### src/rtl/piso_serializer_pkg.sv
// Purpose: shared FSM state encoding and line-level constants for the PISO framer.
// Latency: n/a (declarations only).
// Backpressure: n/a.
package piso_serializer_pkg;

  typedef enum logic [1:0] {
    ST_IDLE  = 2'd0,
    ST_START = 2'd1,
    ST_DATA  = 2'd2,
    ST_STOP  = 2'd3
  } state_t;

  localparam logic LINE_IDLE = 1'b1;
  localparam logic START_BIT = 1'b0;
  localparam logic STOP_BIT  = 1'b1;

endpackage

### src/rtl/piso_shifter.sv
// Purpose: DATA_W-bit load/shift register presenting the next payload bit on bit_out.
// Latency: load/shift take effect on the next clk edge; bit_out is combinational from the register.
// Backpressure: none; the owner decides when to load or shift.
// Ports: clk/rst (async active-low), load (d -> register, wins over shift), shift (advance one bit),
//        d (parallel word), bit_out (LSB when MSB_FIRST=0, MSB when MSB_FIRST=1).
module piso_shifter #(
  parameter int DATA_W    = 4,
  parameter bit MSB_FIRST = 1'b0
) (
  input  logic              clk,
  input  logic              rst,
  input  logic              load,
  input  logic              shift,
  input  logic [DATA_W-1:0] d,
  output logic              bit_out
);

  logic [DATA_W-1:0] sr;

  always_ff @(posedge clk or negedge rst) begin
    if (!rst) begin
      sr <= '0;
    end else if (load) begin
      sr <= d;
    end else if (shift) begin
      if (MSB_FIRST) sr <= {sr[DATA_W-2:0], 1'b0};
      else           sr <= {1'b0, sr[DATA_W-1:1]};
    end
  end

  assign bit_out = MSB_FIRST ? sr[DATA_W-1] : sr[0];

endmodule

### src/rtl/piso_serializer.sv
// Purpose: frames DATA_W-bit words as start(0) + data + stop(1) on a registered serial line.
// Latency: start bit appears on sout from the accepting edge; a frame lasts DATA_W+2 cycles.
// Backpressure: din_ready = !hold_full; a one-word hold register keeps frames back-to-back.
// Ports: clk, rst (async active-low), din/din_valid/din_ready (handshake),
//        sout (serial line, idles high), busy (frame on line), frame_done (stop-bit cycle).
module piso_serializer
  import piso_serializer_pkg::*;
#(
  parameter int DATA_W    = 4,
  parameter bit MSB_FIRST = 1'b0
) (
  input  logic              clk,
  input  logic              rst,
  input  logic [DATA_W-1:0] din,
  input  logic              din_valid,
  output logic              din_ready,
  output logic              sout,
  output logic              busy,
  output logic              frame_done
);

  localparam int CNT_W = $clog2(DATA_W + 1);
  localparam logic [CNT_W-1:0] LAST_BIT = CNT_W'(DATA_W - 1);

  state_t            state, state_nxt;
  logic [CNT_W-1:0]  cnt, cnt_nxt;
  logic [DATA_W-1:0] hold;
  logic              hold_full, hold_full_nxt;
  logic              hold_wr;
  logic              sout_nxt;
  logic              sh_load, sh_shift;
  logic [DATA_W-1:0] sh_d;
  logic              sh_bit;
  logic              fire;

  assign din_ready = !hold_full;
  assign fire      = din_valid && din_ready;

  piso_shifter #(
    .DATA_W    (DATA_W),
    .MSB_FIRST (MSB_FIRST)
  ) u_shifter (
    .clk     (clk),
    .rst     (rst),
    .load    (sh_load),
    .shift   (sh_shift),
    .d       (sh_d),
    .bit_out (sh_bit)
  );

  always_comb begin
    state_nxt     = state;
    cnt_nxt       = cnt;
    sout_nxt      = sout;
    sh_load       = 1'b0;
    sh_shift      = 1'b0;
    sh_d          = din;
    hold_wr       = 1'b0;
    hold_full_nxt = hold_full;
    case (state)
      ST_IDLE: begin
        sout_nxt = LINE_IDLE;
        cnt_nxt  = '0;
        if (fire) begin
          sh_load   = 1'b1;
          sout_nxt  = START_BIT;
          state_nxt = ST_START;
        end
      end
      ST_START: begin
        // Emit bit 0 and shift at once so the next bit is already on bit_out.
        hold_wr   = fire;
        sh_shift  = 1'b1;
        sout_nxt  = sh_bit;
        cnt_nxt   = '0;
        state_nxt = ST_DATA;
      end
      ST_DATA: begin
        hold_wr = fire;
        if (cnt == LAST_BIT) begin
          sout_nxt  = STOP_BIT;
          state_nxt = ST_STOP;
        end else begin
          sh_shift = 1'b1;
          sout_nxt = sh_bit;
          cnt_nxt  = cnt + CNT_W'(1);
        end
      end
      ST_STOP: begin
        // A held word always wins; din_ready is low then, so no new word can collide.
        if (hold_full) begin
          sh_load       = 1'b1;
          sh_d          = hold;
          hold_full_nxt = 1'b0;
          sout_nxt      = START_BIT;
          state_nxt     = ST_START;
        end else if (fire) begin
          sh_load   = 1'b1;
          sout_nxt  = START_BIT;
          state_nxt = ST_START;
        end else begin
          sout_nxt  = LINE_IDLE;
          state_nxt = ST_IDLE;
        end
      end
      default: begin
        sout_nxt  = LINE_IDLE;
        state_nxt = ST_IDLE;
      end
    endcase
    if (hold_wr) hold_full_nxt = 1'b1;
  end

  always_ff @(posedge clk or negedge rst) begin
    if (!rst) begin
      state      <= ST_IDLE;
      cnt        <= '0;
      sout       <= LINE_IDLE;
      busy       <= 1'b0;
      frame_done <= 1'b0;
      hold_full  <= 1'b0;
    end else begin
      state      <= state_nxt;
      cnt        <= cnt_nxt;
      sout       <= sout_nxt;
      busy       <= (state_nxt != ST_IDLE);
      frame_done <= (state_nxt == ST_STOP);
      hold_full  <= hold_full_nxt;
    end
  end

  always_ff @(posedge clk or negedge rst) begin
    if (!rst)         hold <= '0;
    else if (hold_wr) hold <= din;
  end

endmodule

### config.mk
export PLATFORM = sky130hd
export DESIGN_NAME = piso_serializer
export DESIGN_NICKNAME = d
export VERILOG_FILES = /design/src/rtl/piso_serializer_pkg.sv /design/src/rtl/piso_shifter.sv /design/src/rtl/piso_serializer.sv
export SDC_FILE = /design/constraint.sdc
export NUM_CORES = 1
export LEC_CHECK = 0
export CELL_PAD_IN_SITES_DETAIL_PLACEMENT = 0
export CELL_PAD_IN_SITES_GLOBAL_PLACEMENT = 1
export CORE_MARGIN = 5
export CORE_UTILIZATION = 37
export DETAILED_ROUTE_END_ITERATION = 6
export GPL_TIMING_DRIVEN = 0
export PLACE_DENSITY = 0.84
export SKIP_LAST_GASP = 1
export SYNTH_ARGS = -nofsm -noshare
export SYNTH_HDL_FRONTEND = slang
export SYNTH_HIERARCHICAL = 1
export SYNTH_SLANG_ARGS = --single-unit
### constraint.sdc
create_clock -name clk -period 1.7 [get_ports clk]
set_clock_uncertainty 0.2 [all_clocks]
set_input_delay 0.51 -clock clk [delete_from_list [all_inputs] [get_ports clk]]
set_output_delay 0.51 -clock clk [all_outputs]
set_load 0.01 [all_outputs]
==> flow_summary.yaml <==
hold_path:
  hold_end: "hold[0]$_DFFE_PN0P_"
  hold_depth: 1
  min-delay-start: "hold[0]$_DFFE_PN0P_"
  hold_path_class: "flip-flop to flip-flop"
placement:
  dpl.hpwl_um: 1180
  gp_congestion: 0.720
  portBuffers: 10
cells_and_area:
  fin_util: 0.534
  final_nets: 124
  drive_above_1_share: 0.431
  n_antenna_cell: 0
  final_common_cell: "dfrtp_1"
  syn2layout_area_growth_pct: 35.8
  mostFrequentLayoutCells: "dfrtp_1, buf_4, mux2_2, nand2_1, clkdlybuf4s50_1"
power:
  p_comb_frac: 0.593
  power.internal_mw: 1.40
  power.leakage_nw: 0.529
  max-vdd-ir-drop_v: 0.00116
  p_per_area_mw_per_mm2: 1880
  swShare: 0.382
  p_total_mw: 2.27
  p_switching_mw: 0.866
  pwr-share-seq: 0.311
  p_clk_frac: 0.096
global_route:
  grt_pass1_wl_um: 2930
  grtUsageTotal: 0.113
  antenna_found_initial: 0
  grt_pass1_vias: 656
  grt_max_degree: 18
  overflow: 0
die:
  start_util: 0.393
  dieArea_mm2: 0.00348
  die_h_um: 59.0
  core_area_mm2: 0.00225
  pin_count: 11
  row_count: 17
  die_x_um: 59.0
timing:
  hold_violations: 0
  finalCritPeriodShare: 0.986
  slew_headroom: 0.509
  finalSetupTns_ps: 0
  drv_slew: 0
  period_minus_slack_ps: 1680
  grt_setup_unrepaired: "true"
  setup_violations: 0
  fmax_mhz: 596
  tightest_slew_ps: 734
worst_setup_path:
  reg2reg_slack_ps: 30
  start_kind: "input pin"
  cp.required_ps: 1680
  endpoint_kind: "flip-flop"
  r2r_start: "cnt[0]$_DFFE_PN0P_"
  path_class: "input pin to flip-flop"
  crit_arrival_ps: 1660
  cp_max_fo: 5
  reg2reg_depth: 6
  regToRegEndpoint: "u_shifter/sr[1]$_DFFE_PN0P_"
yosys:
  syn_area_um2: 887
  synthTopCellsByArea: "dfrtp_1, mux2_2, ha_1, mux2i_1, nand2_1"
  synthSimpleGateAreaFrac: 0.116
  synth_cell_type_count: 26
  synth_cells: 82
  synth_seq_cells: 17
  synth_top_family_by_area: "multiplexers"
  synth_compound_area_frac: 0.121
  seq_area_frac_synth: 0.481
  synth_top_area_cell: "dfrtp_1"
  syn_area_per_cell_um2: 10.8
  synth_adder_area_share: 0.0987
  yosysTopAreaCellShare: 0.451
  synthMuxAreaShare: 0.147
  synth_xor_area_frac: 0.00987
  yosys_warnings: 6
  synth_nets: 96
clock_network:
  clk_pin_slew_worst_paths_ps: 100
  cts_root_buf: "clkbuf_4"
  h-tree-depth: 1
  cts_tree: "yes"
  worst_skew_pair.late_latency_ps: 290
  clock_path_buffers: 2
  cts_sinks: 17
  tritoncts.num_buffers: 3
route:
  dr.first_iter.drc_count: 9
  final_antenna_net_count: 0
  drt_wl_total_um: 1790
  drc: 0
  drt-vias-per-instance: 4.93
  drt_pass1_iterations: 4
  dr_total_vias: 675
  wl_per_cell_um: 13.1
flow_run:
  drv_cap: 0
run_status:
  status: "complete, no violations"
worst max-delay path by stage:
stage | end | start | slack, ps | depth (start not counted)
2_1_floorplan | u_shifter/sr[0]$_DFFE_PN0P_ | cnt[0]$_DFFE_PN0P_ | -10 | 7
4_1_cts | din_ready | hold_full$_DFFE_PN0P_ | -150 | 2
3_3_place_gp | u_shifter/sr[3]$_DFFE_PN0P_ | din_valid | -270 | 5
6_report | hold[3]$_DFFE_PN0P_ | din_valid | 20 | 4
5_1_grt | u_shifter/sr[2]$_DFFE_PN0P_ | state[0]$_DFF_PN0_ | -60 | 7
3_5_place_dp | u_shifter/sr[3]$_DFFE_PN0P_ | din_valid | -320 | 5
power by group through the flow:
stage / Combinational, mW / Clock (mW) / Sequential (mW)
detailed placement: 0.992 / 0 / 0.721
global route: 1.48 / 0.242 / 0.738
floorplan: 0.734 / 0 / 0.711
finish: 1.35 / 0.219 / 0.705
global placement: 0.964 / 0 / 0.711
CTS: 1.14 / 0.220 / 0.708
worst max-delay path, cell delays in order:
cell,delay (ps)
clkdlybuf4s50_1,500
nor2b_2,220
nand2_2,130
mux2_2,290
timing repair:
item,4_1_cts,5_1_grt
cloned,0,0
hold buffers,0,0
setup buffers,4,10
pin swaps,4,6
setup endpoints to repair,12,11
resized for setup,14,10
sequential cells by signal, indices dropped and copies added, names as in the netlist:
name          cells
cnt               3
u_shifter/sr      4
sout              1
busy              1
frame_done        1
hold              4
hold_full         1
state             2
area by class of cell:
class | count | area, um^2
timing repair buffer | 24 | 194
sequential | 17 | 428
multi-input combinational | 59 | 499
inverter | 5 | 21.3
fill | 222 | 1050
clock inverter | 1 | 5.00
tap | 28 | 35.0
clock buffer | 3 | 22.5
logic make-up after synthesis:
| kind of cell | after synthesis |
|---|---|
| DFF | 17 |
| AOI/OAI and AO/OA | 17 |
| muxes | 12 |
| xor gates and xnor gates | 1 |
| buffers and inverters | 6 |
| and+or+nand+nor | 22 |
| adders and majority gates | 7 |
through the flow:
step           worst slack [ps]  hold WS (ps)  instance area (um^2)  cells
3_3_place_gp               -266           283                  1050    120
5_1_grt                   -58.8           344                  1200    137
6_report                   23.2           312                  1200    137
4_1_cts                    -150           320                  1120    127
2_1_floorplan             -10.4          14.4                   913     82
3_5_place_dp               -322           296                  1050    120
per-layer routing:
| layer | share of wire | wire, um | GRT usage |
|---|---|---|---|
| met1 | 0.42 | 751 | 0.138 |
| met2 | 0.52 | 927 | 0.177 |
| met3 | 0.053 | 95 | 0.0351 |
| met4 | 0.011 | 19 | 0.0583 |
| met5 | 0 | 0 | 0 |
synthesized netlist by cell type:
| library cell | number |
|---|---|
| a211o_2 | 1 |
| nand3b_1 | 1 |
| dfrtp_1 | 16 |
| mux2_2 | 8 |
| inv_2 | 1 |
| nor2_1 | 6 |
| nor3_1 | 1 |
| nand2_1 | 10 |
| nand2b_2 | 1 |
| dfstp_2 | 1 |
| ha_1 | 7 |
| o32ai_1 | 1 |
| nor2b_1 | 1 |
| o21ai_1 | 3 |
| o32a_1 | 1 |
| nand2b_1 | 1 |
| xnor2_1 | 1 |
| mux2i_1 | 4 |
| a21boi_1 | 1 |
| inv_1 | 4 |
| buf_2 | 1 |
| o21ai_0 | 5 |
| nor2b_2 | 1 |
| o21a_1 | 1 |
| a31o_2 | 1 |
| a21oi_1 | 3 |
No activity file was read; power rests on OpenSTA's default activity.
